===== src/rtl/dct_block_arbiter.sv =====
// dct_block_arbiter
// Purpose: shares one forward-DCT row input between up to four component
// streams (0=Y, 1=Cb, 2=Cr). A block is eight rows. The arbiter grants one
// requester for a whole block, forwards each accepted row one cycle later,
// and flags rows whose sob/eob markers disagree with the internal row count.
//
// Ports:
//   clk, rst_n            rising-edge clock, synchronous active-low reset
//   req_valid/ready[N]    per-requester row handshake
//   req_data[N][8][W]     one 8-sample row per requester
//   req_sob/eob/sof[N]    block start, block end and frame start markers
//   out_valid             forwarded row strobe (no backpressure downstream)
//   out_data[8][W]        forwarded row
//   out_sob/eob/sof       forwarded markers
//   out_comp              index of the requester that owns the forwarded row
//   err                   one-cycle pulse: block framing violation
//
// Handshake: a row transfers on a rising edge where req_valid[i] and
// req_ready[i] are both high. req_ready never depends on req_valid, so a
// requester may hold valid and wait. Only the granted requester sees ready,
// and only in LOCKED; ready is low throughout reset.
module dct_block_arbiter #(
    parameter int W = 8,
    parameter int N = 3
) (
    input  logic                     clk,
    input  logic                     rst_n,
    input  logic [N-1:0]             req_valid,
    input  logic [N-1:0][7:0][W-1:0] req_data,
    input  logic [N-1:0]             req_sob,
    input  logic [N-1:0]             req_eob,
    input  logic [N-1:0]             req_sof,
    output logic [N-1:0]             req_ready,
    output logic                     out_valid,
    output logic [7:0][W-1:0]        out_data,
    output logic                     out_sob,
    output logic                     out_eob,
    output logic                     out_sof,
    output logic [1:0]               out_comp,
    output logic                     err
);

    localparam logic ST_IDLE   = 1'b0;
    localparam logic ST_LOCKED = 1'b1;

    logic       state;
    logic [1:0] grant;
    logic [1:0] last;
    logic [2:0] row_cnt;

    // Row presented by the granted requester.
    logic            sel_valid;
    logic [7:0][W-1:0] sel_data;
    logic            sel_sob;
    logic            sel_eob;
    logic            sel_sof;
    logic            accept;

    always_comb begin
        sel_valid = 1'b0;
        sel_data  = '0;
        sel_sob   = 1'b0;
        sel_eob   = 1'b0;
        sel_sof   = 1'b0;
        req_ready = '0;
        for (int i = 0; i < N; i++) begin
            if (grant == 2'(i)) begin
                sel_valid = req_valid[i];
                sel_data  = req_data[i];
                sel_sob   = req_sob[i];
                sel_eob   = req_eob[i];
                sel_sof   = req_sof[i];
            end
            req_ready[i] = rst_n && (state == ST_LOCKED) && (grant == 2'(i));
        end
    end

    assign accept = (state == ST_LOCKED) && sel_valid;

    // Round-robin search starting one past the last winner. Only requesters
    // presenting a start-of-block row are eligible, so a stream that lost
    // its place (e.g. after reset) cannot be granted mid-block.
    logic       found;
    logic [1:0] winner;
    int         idx;

    always_comb begin
        found  = 1'b0;
        winner = last;
        idx    = 0;
        for (int k = 1; k <= N; k++) begin
            idx = int'(last) + k;
            if (idx >= N) idx = idx - N;
            for (int i = 0; i < N; i++) begin
                if (!found && (i == idx) && req_valid[i] && req_sob[i]) begin
                    found  = 1'b1;
                    winner = 2'(i);
                end
            end
        end
    end

    always_ff @(posedge clk) begin
        if (!rst_n) begin
            state     <= ST_IDLE;
            grant     <= 2'd0;
            last      <= 2'(N - 1);
            row_cnt   <= 3'd0;
            out_valid <= 1'b0;
            out_data  <= '0;
            out_sob   <= 1'b0;
            out_eob   <= 1'b0;
            out_sof   <= 1'b0;
            out_comp  <= 2'd0;
            err       <= 1'b0;
        end else begin
            // Markers are strobes; data and comp hold when nothing is accepted.
            out_valid <= accept;
            out_sob   <= 1'b0;
            out_eob   <= 1'b0;
            out_sof   <= 1'b0;
            err       <= 1'b0;
            if (accept) begin
                out_data <= sel_data;
                out_sob  <= sel_sob;
                out_eob  <= sel_eob;
                out_sof  <= sel_sof;
                out_comp <= grant;
                err      <= (sel_sob != (row_cnt == 3'd0)) ||
                            (sel_eob != (row_cnt == 3'd7));
            end

            case (state)
                ST_IDLE: begin
                    if (found) begin
                        grant   <= winner;
                        last    <= winner;
                        row_cnt <= 3'd0;
                        state   <= ST_LOCKED;
                    end
                end
                default: begin
                    // Block end is decided by the row count alone; a stray
                    // eob only raises err.
                    if (accept) begin
                        row_cnt <= row_cnt + 3'd1;
                        if (row_cnt == 3'd7) state <= ST_IDLE;
                    end
                end
            endcase
        end
    end

endmodule


===== config.mk =====
export PLATFORM = sky130hd
export DESIGN_NAME = dct_block_arbiter
export DESIGN_NICKNAME = d
export VERILOG_FILES = /design/src/rtl/dct_block_arbiter.sv
export SDC_FILE = /design/constraint.sdc
export NUM_CORES = 1
export LEC_CHECK = 0
export CAP_MARGIN = 0
export CORE_MARGIN = 2
export CORE_UTILIZATION = 34
export CTS_CLUSTER_DIAMETER = 120
export CTS_CLUSTER_SIZE = 20
export DETAILED_ROUTE_END_ITERATION = 6
export PLACE_DENSITY = 0.86
export SLEW_MARGIN = 20
export SYNTH_ARGS = -nofsm -noshare
export SYNTH_HDL_FRONTEND = slang
export SYNTH_SLANG_ARGS = --single-unit

===== constraint.sdc =====
create_clock -name clk -period 2.1 [get_ports clk]
set_input_delay 0.21 -clock clk [delete_from_list [all_inputs] [get_ports clk]]
set_output_delay 0.21 -clock clk [all_outputs]
set_load 0.005 [all_outputs]

==> results.sh, run 1 <==
export IMPL_dieArea_sq_um=13900
export IMPL_first_global_vias=4961
export IMPL_track_usage=0.218
export IMPL_path_cells="buf_4 -> nor3_1 -> clkdlybuf4s50_1"
export IMPL_die_w_um=118
export IMPL_finalSetupViolations=0
export IMPL_status="completed"
export IMPL_cpMaxStageDelayCell="clkdlybuf4s50_1"
export IMPL_syn_nets=743
export IMPL_async_flop_share=0
export IMPL_worst_setup_path_end_kind="primary output"
export IMPL_gp_routability_congestion=0.804
export IMPL_slew_violations=0
export IMPL_tns_ns=0
export IMPL_yosysSeqAreaShare=0.355
export IMPL_cts_buffer_depth=2
export IMPL_period_minus_slack_ns=2.01
export IMPL_fin_cells=961
export IMPL_antenna_left=0
export IMPL_netlist_area_sq_um=4400
export IMPL_dp_hpwl_mm=11.8
export IMPL_cts_root_buf="clkbuf_16"
export IMPL_antenna_found_initial=1
export IMPL_area_growth_pct=74.4
export IMPL_worstPathRequired_ns=1.89
export IMPL_ctsHoldBuffers=0
export IMPL_grt_start_max_net_pins=46
export IMPL_crit_arrival_ns=1.80
export IMPL_io_pins=280
export IMPL_h_tree_depth=3
export IMPL_die_h_um=118
export IMPL_initial_core_util=0.349
export IMPL_synth_edf_count=0
export IMPL_clock_fmax_mhz=497
export IMPL_vias=4981
export IMPL_synthCells=531
export IMPL_portBuffers=279
export IMPL_antenna_cells=0
export IMPL_drt_initial_drc_count=211
export IMPL_finalHoldViolations=0
export IMPL_hold_class="flop to flop"
export IMPL_synthFlopType="dfxtp_1"
export IMPL_tightestPinTransition_ns=0.615
export IMPL_crit_type="flop to primary output"
export IMPL_route_detailed_drc=0
export IMPL_ir_drop_v=0.000581
export IMPL_rrSetupSlack_ns=0.09
export IMPL_avgSynthCellArea_sq_um=8.29
export IMPL_synth_distinct_cells=41
export IMPL_p_per_area_nw_per_um2=1090
export IMPL_numCtsBuffers=9
export IMPL_gr_total_overflow=0
export IMPL_viasPerCell=5.18
export IMPL_core_sq_um=12600
export IMPL_fp_row_count=41
export IMPL_clkTransAtPathRegs_ns=0.06
export IMPL_cts_sinks=78
export IMPL_cp_top_family="buffers and inverters"
export IMPL_finalCritPeriodShare=0.957
export IMPL_p_leak_nw=2.75
export IMPL_dr_pass1_iters=4
export IMPL_cts_tree="built"
export IMPL_grt_pass1_wl_mm=24.8
export IMPL_fin_nets=996
export IMPL_wl_per_cell_um=16.0
export IMPL_dpl_cell_count=945
export IMPL_max_cap_violations=0
export IMPL_clock_latency_ns=0.33
export IMPL_cp_start_kind="flop"
export IMPL_fin_worst_skew_ns=0.00596
export IMPL_slowest_delay_ns=0.57
export IMPL_totalWireLength_mm=15.4
export IMPL_layout_drive_gt1_share=0.0583
export IMPL_ys_ff_latch=78
export IMPL_critPathMaxFanout=34
export IMPL_yosys_warnings=0
export IMPL_slew_limit_headroom=0.589
export IMPL_cp_buffers_inverters=2
-- final timing paths --
check                           cells after the start         from           end
worst max-delay path                                3     grant[1]  req_ready[1]
worst min-delay path                                2  out_comp[0]   out_comp[0]
worst max register to register                      6     grant[0]      grant[1]
worst min register to register                      2  out_comp[0]   out_comp[0]
-- where the power goes --
| part | switching [W] | leakage, nW | internal (W) |
|---|---|---|---|
| Clock | 0.000603 | 0.128 | 0.000796 |
| Sequential | 0.000260 | 0.641 | 0.00191 |
| Combinational | 0.00241 | 1.98 | 0.00237 |
| Total | 0.00327 | 2.75 | 0.00508 |
-- placed cells by master (no fill, tap or decap), types with 7 or more instances in the layout --
master,n
a211oi_1,66
nor2_1,66
clkbuf_16,9
clkdlybuf4s50_1,279
a21oi_1,133
dfxtp_1,75
buf_4,12
inv_1,7
mux2i_1,67
-- kinds of logic after synthesis --
group                    count (synthesis)  share of synthesized area
AND/OR/NAND/NOR                         90                     0.0847
adder cells (fa/ha/maj)                  6                     0.0171
buffers and inverters                   64                     0.0654
AO/OA/AOI/OAI                          223                      0.318
multiplexers                            68                      0.156
flip-flops                              78                      0.355
XOR/XNOR                                 2                    0.00398
-- tightest hold or removal path, delay by kind of cell (launching register included) --
kind | cells | cell delay (ns)
flops | 1 | 0.31
compound gates | 2 | 0.13
-- routing by layer --
| layer | vias up | track usage | wire length, um |
|---|---|---|---|
| li1 | 2454 | - | - |
| met2 | 200 | 0.402 | 7940 |
| met3 | 19 | 0.0770 | 1270 |
| met5 | - | 0 | 12 |
| met4 | 2 | 0.0625 | 280 |
| met1 | 2306 | 0.233 | 5850 |
-- flip-flops by register name (all words and copies together), names as in the netlist --
name       cells
row_cnt        3
last           1
grant          2
state          1
err            1
out_data      64
out_sob        1
out_sof        1
out_eob        1
out_valid      1
out_comp       2
-- final cells by class --
| cell class | count | area [sq um] |
|---|---|---|
| Tap cell | 172 | 215 |
| Inverter | 8 | 30.0 |
| Timing Repair Buffer | 298 | 3010 |
| Fill cell | 1120 | 4950 |
| Sequential cell | 78 | 1570 |
| Clock buffer | 10 | 229 |
| Clock inverter | 6 | 38.8 |
| Multi-Input combinational cell | 389 | 2580 |
-- per-stage QoR --
stage	util	hold WS (ns)	cell area, sq um	total power (W)	worst slack, ns
2_1_floorplan	-	0.349	4410	0.00503	0.00587
3_3_place_gp	0.587	0.488	7400	0.00691	0.0661
3_5_place_dp	0.587	0.482	7400	0.00700	0.0226
4_1_cts	0.608	0.481	7670	0.00842	0.00722
5_1_grt	0.608	0.521	7670	0.00894	-0.00413
6_report	0.608	0.492	7670	0.00835	0.0894
-- cells in the mapped netlist, types with 2 or more instances --
cell         n  area (sq um)
o211a_1      2          20.0
and2_1       2          12.5
dfxtp_1     78          1560
buf_2       20           100
o2bb2ai_1    2          17.5
nand2_1      6          22.5
clkbuf_1    32           120
nor2_1      67           251
a211oi_1    66           495
a21oi_1    133           666
o21a_1       2          15.0
xnor2_1      2          17.5
nand3_1      6          30.0
and3_1       2          12.5
nor2b_1      3          18.8
mux2i_1     67           671
buf_6        3          33.8
ha_1         6          75.1
o21ai_0      2          10.0
nor3_1       2          10.0
inv_1        7          26.3
a32o_1       2          20.0
-- timing repair --
action,4_1_cts,5_1_grt
setup buffers,0,0
setup endpoints to repair,0,1
resized for setup,0,1
Power figures use the tool's default switching activity.
==> run 2, diff against run 1 <==
--- a/config.mk
+++ b/config.mk
@@ -11,7 +11,8 @@
 export CTS_CLUSTER_DIAMETER = 120
 export CTS_CLUSTER_SIZE = 20
 export DETAILED_ROUTE_END_ITERATION = 6
-export PLACE_DENSITY = 0.86
+export HOLD_SLACK_MARGIN = 0.1
+export PLACE_DENSITY = 0.76
 export SLEW_MARGIN = 20
 export SYNTH_ARGS = -nofsm -noshare
 export SYNTH_HDL_FRONTEND = slang
==> results.sh, run 2 (synthesis gave the netlist of run 1 again) <==
export IMPL_crit_arrival_ns=2.28
export IMPL_fp_row_count=41
export IMPL_h_tree_depth=3
export IMPL_rr_startpoint="grant[0]"
export IMPL_holdPathStages=2
export IMPL_clkTransAtPathRegs_ns=0.06
export IMPL_tightestPinTransition_ns=0.538
export IMPL_route_detailed_drc=0
export IMPL_post_cts_setup_buffer_count=0
export IMPL_vias=5144
export IMPL_status="completed"
export IMPL_gp_routability_congestion=0.863
export IMPL_cp_start_kind="flop"
export IMPL_dr_pass1_iters=4
export IMPL_timing_rr_end="grant[1]"
export IMPL_totalWireLength_mm=16.0
export IMPL_top_regs="out_data: 64 flops, row_cnt: 3 flops"
export IMPL_antenna_cells=0
export IMPL_dieArea_sq_um=13900
export IMPL_cts_tree="built"
export IMPL_rrSetupSlack_ns=0.09
export IMPL_cpMaxStageDelayCell="a2111oi_4"
export IMPL_p_leak_nw=2.77
export IMPL_fin_worst_skew_ns=0.00692
export IMPL_hold_class="flop to flop"
export IMPL_mostFrequentLayoutCells="clkdlybuf4s50_1 (279), a21oi_1 (133), dfxtp_1 (75)"
export IMPL_die_w_um=118
export IMPL_cts_sinks=78
export IMPL_io_pins=280
export IMPL_clock_latency_ns=0.33
export IMPL_die_h_um=118
export IMPL_finalCritPeriodShare=0.957
export IMPL_core_sq_um=12600
export IMPL_cts_buffer_depth=2
export IMPL_dp_hpwl_mm=12.2
export IMPL_reg2regPathDepth=7
export IMPL_fin_nets=998
export IMPL_grt_start_max_net_pins=52
export IMPL_slowest_delay_ns=0.42
export IMPL_slew_violations=0
export IMPL_dpl_worst_slack_ns=0.0465
export IMPL_viasPerCell=5.34
export IMPL_initial_core_util=0.349
export IMPL_wl_per_cell_um=16.7
export IMPL_ctsHoldBuffers=0
export IMPL_antenna_found_initial=0
export IMPL_path_cells="inv_1 -> ha_2 -> o211a_1 -> a2111oi_4 -> buf_4 -> o21a_1 -> o221a_1"
export IMPL_critPathMaxFanout=6
export IMPL_first_global_vias=5235
export IMPL_slew_limit_headroom=0.641
export IMPL_setup_ws_ns=0.0906
export IMPL_track_usage=0.223
export IMPL_finalSetupViolations=0
export IMPL_cp_top_family="compound AO/OA/AOI/OAI gates"
export IMPL_crit_type="flop to flop"
export IMPL_ir_drop_v=0.000572
export IMPL_max_cap_violations=0
export IMPL_cts_resized=0
export IMPL_largest_reg_flops=64
export IMPL_cp_buffers_inverters=2
export IMPL_area_growth_pct=76.3
export IMPL_cts_root_buf="clkbuf_16"
export IMPL_antenna_left=0
export IMPL_tns_ns=0
export IMPL_top_register="out_data"
export IMPL_final_common_cell="clkdlybuf4s50_1"
export IMPL_gr_total_overflow=0
export IMPL_p_per_area_nw_per_um2=1110
export IMPL_grt_pass1_wl_mm=25.6
export IMPL_worst_setup_path_end_kind="flop"
export IMPL_worstHoldEndpoint="out_comp[1]"
export IMPL_finalHoldViolations=0
export IMPL_hp_start="out_comp[1]"
export IMPL_period_minus_slack_ns=2.01
export IMPL_layout_drive_gt1_share=0.0657
export IMPL_numCtsBuffers=9
export IMPL_clock_fmax_mhz=498
export IMPL_portBuffers=279
export IMPL_drt_initial_drc_count=223
export IMPL_worstPathRequired_ns=2.37
==> run 2: worst register-to-register path: cells and delay by family, from the launching register on <==
kind,cells,cell delay [ns]
buf+inv,2,0.32
fa+ha+maj,1,0.24
compound gates,4,1.00
flops,1,0.39
==> run 2: how the worst max path moves through the flow <==
stage,depth (start not counted),slack [ns],to,start
2_1_floorplan,8,0.006,grant[1],grant[0]
3_3_place_gp,5,0.11,grant[1],req_sob[0]
3_5_place_dp,5,0.05,grant[1],req_valid[0]
4_1_cts,6,0.04,row_cnt[0],grant[0]
5_1_grt,6,-0.02,grant[0],grant[0]
6_report,7,0.09,grant[1],grant[0]
==> run 2: area by class of cell <==
type,instances,area [sq um]
sequential,78,1570
fill,1099,4860
clock inverter,7,65.1
clock buffer,9,225
inverter,8,30.0
timing repair buffer,300,3050
multi-input combinational,389,2610
tap,172,215
==> run 2: power by group <==
part	internal [W]	switching (W)	leakage, nW	total (W)
registers	0.00191	0.000256	0.641	0.00217
clock network	0.000912	0.000623	0.141	0.00153
logic	0.00243	0.00248	1.99	0.00491
total	0.00526	0.00336	2.77	0.00861
==> run 2: routing by layer <==
layer	vias up	track usage	part of all wire
li1	2454	-	-
met1	2417	0.226	0.36
met2	235	0.426	0.52
met3	38	0.0678	0.083
met4	0	0.0836	0.028
met5	-	0	0
==> run 2: metrics by stage <==
stage | util | area, sq um | total power, W | cells | hold slack, ns
6_report | 0.615 | 7760 | 0.00861 | 963 | 0.493
3_5_place_dp | 0.589 | 7430 | 0.00704 | 947 | 0.481
3_3_place_gp | 0.589 | 7430 | 0.00689 | 947 | 0.482
2_1_floorplan | - | 4410 | 0.00503 | 531 | 0.349
4_1_cts | 0.612 | 7720 | 0.00860 | 963 | 0.490
5_1_grt | 0.615 | 7760 | 0.00921 | 963 | 0.526
